===== src/rtl/spi_access_pkg.sv =====
// Shared types and constants for the SPI-access interrupt scheduler.
package spi_access_pkg;

  typedef enum logic [2:0] {
    IDLE,
    ARM,
    GO,
    WAIT,
    RELEASE
  } state_t;

  localparam logic ST_OK   = 1'b0;
  localparam logic ST_FAIL = 1'b1;

  localparam int SPI_TIMEOUT_1MS = 100000;

endpackage


===== src/rtl/rr_arbiter.sv =====
// Combinational round-robin pick: first set req bit at or above ptr, with wrap.
module rr_arbiter #(
  parameter int NREQ = 2
) (
  input  logic [NREQ-1:0]         req,
  input  logic [$clog2(NREQ)-1:0] ptr,
  input  logic                    en,
  output logic [NREQ-1:0]         win,
  output logic [$clog2(NREQ)-1:0] next_ptr
);

  localparam int          PW = $clog2(NREQ);
  localparam int unsigned N  = NREQ;

  logic [PW-1:0] idx;
  logic          found;

  always_comb begin
    win      = '0;
    next_ptr = '0;
    found    = 1'b0;
    idx      = '0;
    for (int unsigned i = 0; i < N; i++) begin
      idx = PW'((32'(ptr) + i) % N);
      if (en && !found && req[idx]) begin
        found    = 1'b1;
        win[idx] = 1'b1;
        next_ptr = PW'((32'(idx) + 1) % N);
      end
    end
  end

endmodule


===== src/rtl/spi_access_sched.sv =====
// Grants the shared SPI-access interrupt path to one requester at a time:
// arm, one-cycle go, wait for ack or timeout, release, report done/err.
module spi_access_sched
  import spi_access_pkg::*;
#(
  parameter int NREQ      = 2,
  parameter int ARM_SETUP = 16,
  parameter int TIMEOUT   = SPI_TIMEOUT_1MS,
  parameter int HOLDOFF   = 8
) (
  input  logic            clk,
  input  logic            rst,
  input  logic [NREQ-1:0] req,
  output logic [NREQ-1:0] gnt,
  output logic [NREQ-1:0] done,
  output logic            err,
  output logic            arm,
  output logic            go,
  input  logic            spi_ack,
  output logic            busy
);

  localparam int PW     = $clog2(NREQ);
  localparam int HS_MAX = (ARM_SETUP > HOLDOFF) ? ARM_SETUP : HOLDOFF;
  localparam int CW     = $clog2(HS_MAX + 1);
  localparam int WW     = $clog2(TIMEOUT + 1);

  state_t          state;
  logic [PW-1:0]   ptr;
  logic [PW-1:0]   next_ptr;
  logic [NREQ-1:0] win;
  logic [CW-1:0]   cnt;
  logic [WW-1:0]   wcnt;
  logic            ack_d1, ack_d2;
  logic            ack_rise, granted_live;
  logic            rel, rel_st;

  assign ack_rise     = ack_d1 & ~ack_d2;
  assign granted_live = |(req & gnt);

  rr_arbiter #(.NREQ(NREQ)) u_arb (
    .req     (req),
    .ptr     (ptr),
    .en      (state == IDLE),
    .win     (win),
    .next_ptr(next_ptr)
  );

  // Release priority in WAIT: ack beats timeout, which ties with abort on status.
  always_comb begin
    rel    = 1'b0;
    rel_st = ST_FAIL;
    unique case (state)
      ARM, GO: rel = !granted_live;
      WAIT: begin
        if (ack_rise) begin
          rel    = 1'b1;
          rel_st = ST_OK;
        end else if (wcnt == WW'(TIMEOUT - 1) || !granted_live) begin
          rel = 1'b1;
        end
      end
      default: rel = 1'b0;
    endcase
  end

  always_ff @(posedge clk) begin
    if (rst) begin
      state  <= IDLE;
      ptr    <= '0;
      gnt    <= '0;
      done   <= '0;
      err    <= 1'b0;
      arm    <= 1'b0;
      go     <= 1'b0;
      busy   <= 1'b0;
      cnt    <= '0;
      wcnt   <= '0;
      ack_d1 <= 1'b0;
      ack_d2 <= 1'b0;
    end else begin
      ack_d1 <= spi_ack;
      ack_d2 <= ack_d1;
      done   <= '0;
      err    <= 1'b0;
      go     <= 1'b0;
      if (rel) begin
        state <= RELEASE;
        arm   <= 1'b0;
        done  <= gnt;
        err   <= rel_st;
        cnt   <= '0;
      end else begin
        unique case (state)
          IDLE: begin
            if (|req) begin
              state <= ARM;
              gnt   <= win;
              arm   <= 1'b1;
              busy  <= 1'b1;
              ptr   <= next_ptr;
              cnt   <= '0;
            end
          end
          ARM: begin
            if (cnt == CW'(ARM_SETUP - 1)) begin
              state <= GO;
              go    <= 1'b1;
              cnt   <= '0;
            end else begin
              cnt <= cnt + 1'b1;
            end
          end
          GO: begin
            state <= WAIT;
            wcnt  <= '0;
          end
          WAIT: wcnt <= (wcnt == '1) ? wcnt : wcnt + 1'b1;
          RELEASE: begin
            if (cnt == CW'(HOLDOFF - 1)) begin
              state <= IDLE;
              gnt   <= '0;
              busy  <= 1'b0;
              cnt   <= '0;
            end else begin
              cnt <= cnt + 1'b1;
            end
          end
          default: state <= IDLE;
        endcase
      end
    end
  end

endmodule


===== config.mk =====
export PLATFORM = sky130hd
export DESIGN_NAME = spi_access_sched
export DESIGN_NICKNAME = d
export VERILOG_FILES = /design/src/rtl/spi_access_pkg.sv /design/src/rtl/rr_arbiter.sv /design/src/rtl/spi_access_sched.sv
export SDC_FILE = /design/constraint.sdc
export NUM_CORES = 1
export LEC_CHECK = 0
export BUFFER_PORTS_ARGS = -buffer_cell sky130_fd_sc_hd__buf_2
export CORE_MARGIN = 4
export CORE_UTILIZATION = 59
export DETAILED_ROUTE_END_ITERATION = 8
export PLACE_DENSITY = 0.78
export SETUP_SLACK_MARGIN = 0.05
export SYNTH_ARGS = -nofsm -noshare
export SYNTH_HDL_FRONTEND = slang
export SYNTH_HIERARCHICAL = 1
export SYNTH_SLANG_ARGS = --single-unit

===== constraint.sdc =====
create_clock -name clk -period 2.7 [get_ports clk]
set_clock_uncertainty 0.2 [all_clocks]
set_input_delay 0.27 -clock clk [delete_from_list [all_inputs] [get_ports clk]]
set_output_delay 0.27 -clock clk [all_outputs]
set_load 0.01 [all_outputs]

==> results <==
- The area growth from synthesis to layout is 11.7%.
- The clock buffer count from CTS is 5.
- The maximum clock insertion buffer count is 2.
- The finished layout holds 295 standard cells, fillers aside.
- The number of nets in the synthesized netlist is 237.
- The global placement routability congestion is 0.964.
- Across all setup checks in the final design, the least slack found is 0.126 ns.
- The length of the first detailed-routing pass in iterations is 4.
- The netlist uses 49 different library cells.
- The iteration-0 DRC count of the detailed router is 91.
- The CTS tree is yes.
- The number of antenna violations at the first check in global routing is 0.
- After synthesis the cells add up to 1890 sq um.
- The detail route stage leaves a number of antenna-violating nets equal to 0.
- The overall routing resource usage is 0.225.
- Using the TritonRoute via totals, the vias-per-cell ratio works out to 6.07.
- The HPWL reported at the end of detailed placement is 2980 um.
- The flow ran to the end, and the final reports show no timing, DRC or antenna violations.
- The final setup violation count is 0.
- The count of final hold-check violations is 0.
- The tightest min-delay check is of the in2reg type.
- The fraction of final layout cells with drive strength greater than 1 is 0.175.
- At the placement stage, the worst setup path has a slack of 0.0308 ns.
- The first global-routing pass estimated 7440 um of wire.
- Hold is met by 0.0674 ns.
- In the final design database the tool counted 260 nets.
- The capturing element type of the critical path is a flip-flop.
- Counting every sink on the clock net gives 36.
- In the layout the commonest cells are 35 x dfxtp_1, 25 x a21oi_1, 21 x nand2_1.
- Of all cell types, the one taking the most synthesized area is dfxtp_1.
- The total design power is 0.00121 W.
- Dividing the detail-routed wire length by the instance count gives 14.4 um.
- The fraction of synthesized cell area taken by the top area cell type is 0.381.
- The arrival time of data at the critical path endpoint is 2.67 ns.
- After synthesis, the cell types taking the most area are dfxtp_1 38%, a21oi_1 6.6%, nand2_1 4.2%.
- The total vias in the final route is 1792.
- The highest achievable clock rate is 388 MHz.
- Setup repair after global routing could not meet its margin everywhere.
- The starting density of the core is 0.620.
- The maximum VDD drop is 0.461 mV.
- The number of top-level pins is 13.
- The count of placed standard cells including taps is 282.
- The share of the Yosys chip area taken by registers is 0.381.
- After detailed routing, the number of remaining DRC violations is 0.
- After synthesis, the share of flip-flops with an asynchronous set or reset is 0.
- The final wirelength is 4250 um.
- The floorplan step defined a core boundary enclosing 3050 sq um.
- At the pin with the least slew margin, the transition time is 0.555 ns.
- The clock slew at the register clock pins of the worst setup and hold paths is 0.11 ns.
- Measured along the x axis, the die boundary spans 64.6 um.
- The maximum number of pins on one net before global-route repair is 19.
- The antenna cell count is 0.
- The most frequent standard cell in the layout excluding fill and tap cells is dfxtp_1.
- For this run, the leading register cell type out of synthesis is dfxtp_1.
- The floorplan step defined a die boundary enclosing 4180 sq um.
- The final period utilization is 0.953.
- The synthesized design contains 36 register bits.
- The average instance area after synthesis is 8.34 sq um.
- Port buffering added 12 buffers.
- Yosys printed 6 warnings.
- Data on the critical path is required at its endpoint by 2.79 ns.
- The final critical-path required period is 2.57 ns.
- In this run the worst path has a maximum fanout of 4.
- By startpoint and endpoint, the worst setup path is classified as reg2reg.
- After global routing the overflow that remains totals 0.
- The synthesized instance count is 227.
- In this run the static leakage power is 0.757 nW.
- The filler cell count is 257.
- The synthesized design contains 0 enable-type register cells.
- The H-tree depth reported by CTS is 2.
- The die is 64.6 um tall.
- Headroom to the max-slew limit came out at 0.630.
- The number of pins exceeding their max-slew limit in the final report came to 0.
- The later pin in the worst-skew pair is clocked with a latency of 0.35 ns.
- STA classifies the critical path startpoint as a flip-flop.
- In this run the power density over the cells is 573 nW/um^2.
- Clock tree synthesis selected as its root buffer the cell clkbuf_4.
- The number of global-route vias before repair is 1650.
- After floorplanning, the core was divided into 20 placement rows.
- Across the run, the number of max-cap violations was 0.
==> logic make-up (layout without fill, tap and decap cells) <==
group | Yosys count | in the layout | synth area share
simple gates | 102 | 102 | 0.317
mux | 2 | 2 | 0.0106
xor+xnor | 1 | 1 | 0.00463
compound gates | 62 | 62 | 0.202
fa+ha+maj | 5 | 5 | 0.0330
buf+inv | 19 | 43 | 0.0522
flops | 36 | 36 | 0.381
==> worst max-delay path, cell delays in order, from the launching register on <==
cell      delay (ns)
dfxtp_2         0.35
ha_1            0.21
and2_1          0.17
nand2_1         0.06
nor2_1          0.04
and3_1          0.18
ha_1            0.21
o21ai_2         0.13
o211ai_2        0.14
buf_4           0.19
or4_1           0.50
a21oi_1         0.15
==> cells in the mapped netlist (2+ instances only) <==
master	count
or4_1	7
nor3b_1	3
and3_1	4
o31ai_1	8
inv_1	8
buf_6	2
nor2_1	19
buf_2	4
a22oi_1	3
a21oi_1	25
nor3_1	2
clkbuf_1	2
nand2b_1	2
nor2b_1	4
nand3_1	10
or3_1	7
ha_1	5
and2_1	3
a31oi_1	3
dfxtp_1	36
mux2i_1	2
and4_1	2
nand4_1	6
buf_4	2
a211oi_1	3
nor4bb_1	2
nand2_1	21
o21ai_0	11
==> power breakdown <==
part           internal, W  switching, W
sequential        0.000574     0.0000651
combinational     0.000104      0.000163
clock             0.000129      0.000178
total             0.000806      0.000406
==> worst paths after layout <==
| kind | start | to | slack, ns | cells after the start |
|---|---|---|---|---|
| worst max register to register | wcnt[0] | wcnt[14] | 0.13 | 11 |
| worst min-delay path | rst | gnt[1] | 0.07 | 2 |
| worst min register to register | arm | arm | 0.29 | 2 |
| worst max-delay path | wcnt[0] | wcnt[14] | 0.13 | 11 |
==> area by class of cell <==
class | count | area [sq um] | area share
clock buffers | 8 | 58.8 | 0.0278
inverters | 9 | 33.8 | 0.0160
multi-input cells | 172 | 1080 | 0.509
flip-flops and latches | 36 | 722 | 0.341
well taps | 44 | 55.1 | 0.0260
repair buffers | 26 | 168 | 0.0793
==> flip-flops by register name, summed over array words and instances (netlist names) <==
name	flops
ack_d2	1
ptr	1
gnt	2
ack_d1	1
go	1
wcnt	17
cnt	5
err	1
arm	1
done	2
busy	1
state	3
==> repair_timing <==
action / CTS / global route
endpoints found under the setup margin: 6 / 11
hold endpoints to repair: 1 / 0
gates resized for setup: 0 / 3
pin swaps: 0 / 1
buffers inserted: 3 / 1
hold buffers: 1 / 0
==> metal layers <==
layer	track usage	share of wire	vias up
met2	0.351	0.44	78
li1	-	-	894
met5	0	0	-
met4	0.0950	0.027	0
met3	0.0433	0.077	15
met1	0.304	0.46	805
==> per-stage QoR <==
| stage | TNS (ns) | area (sq um) | utilization |
|---|---|---|---|
| after detailed placement | 0 | 2010 | 0.659 |
| final | 0 | 2110 | 0.693 |
| after global placement | 0 | 2010 | 0.659 |
| after floorplan | 0 | 1890 | - |
| after CTS | 0 | 2100 | 0.689 |
| after global routing | -0.0667 | 2110 | 0.693 |
Power figures use the tool's default switching activity.
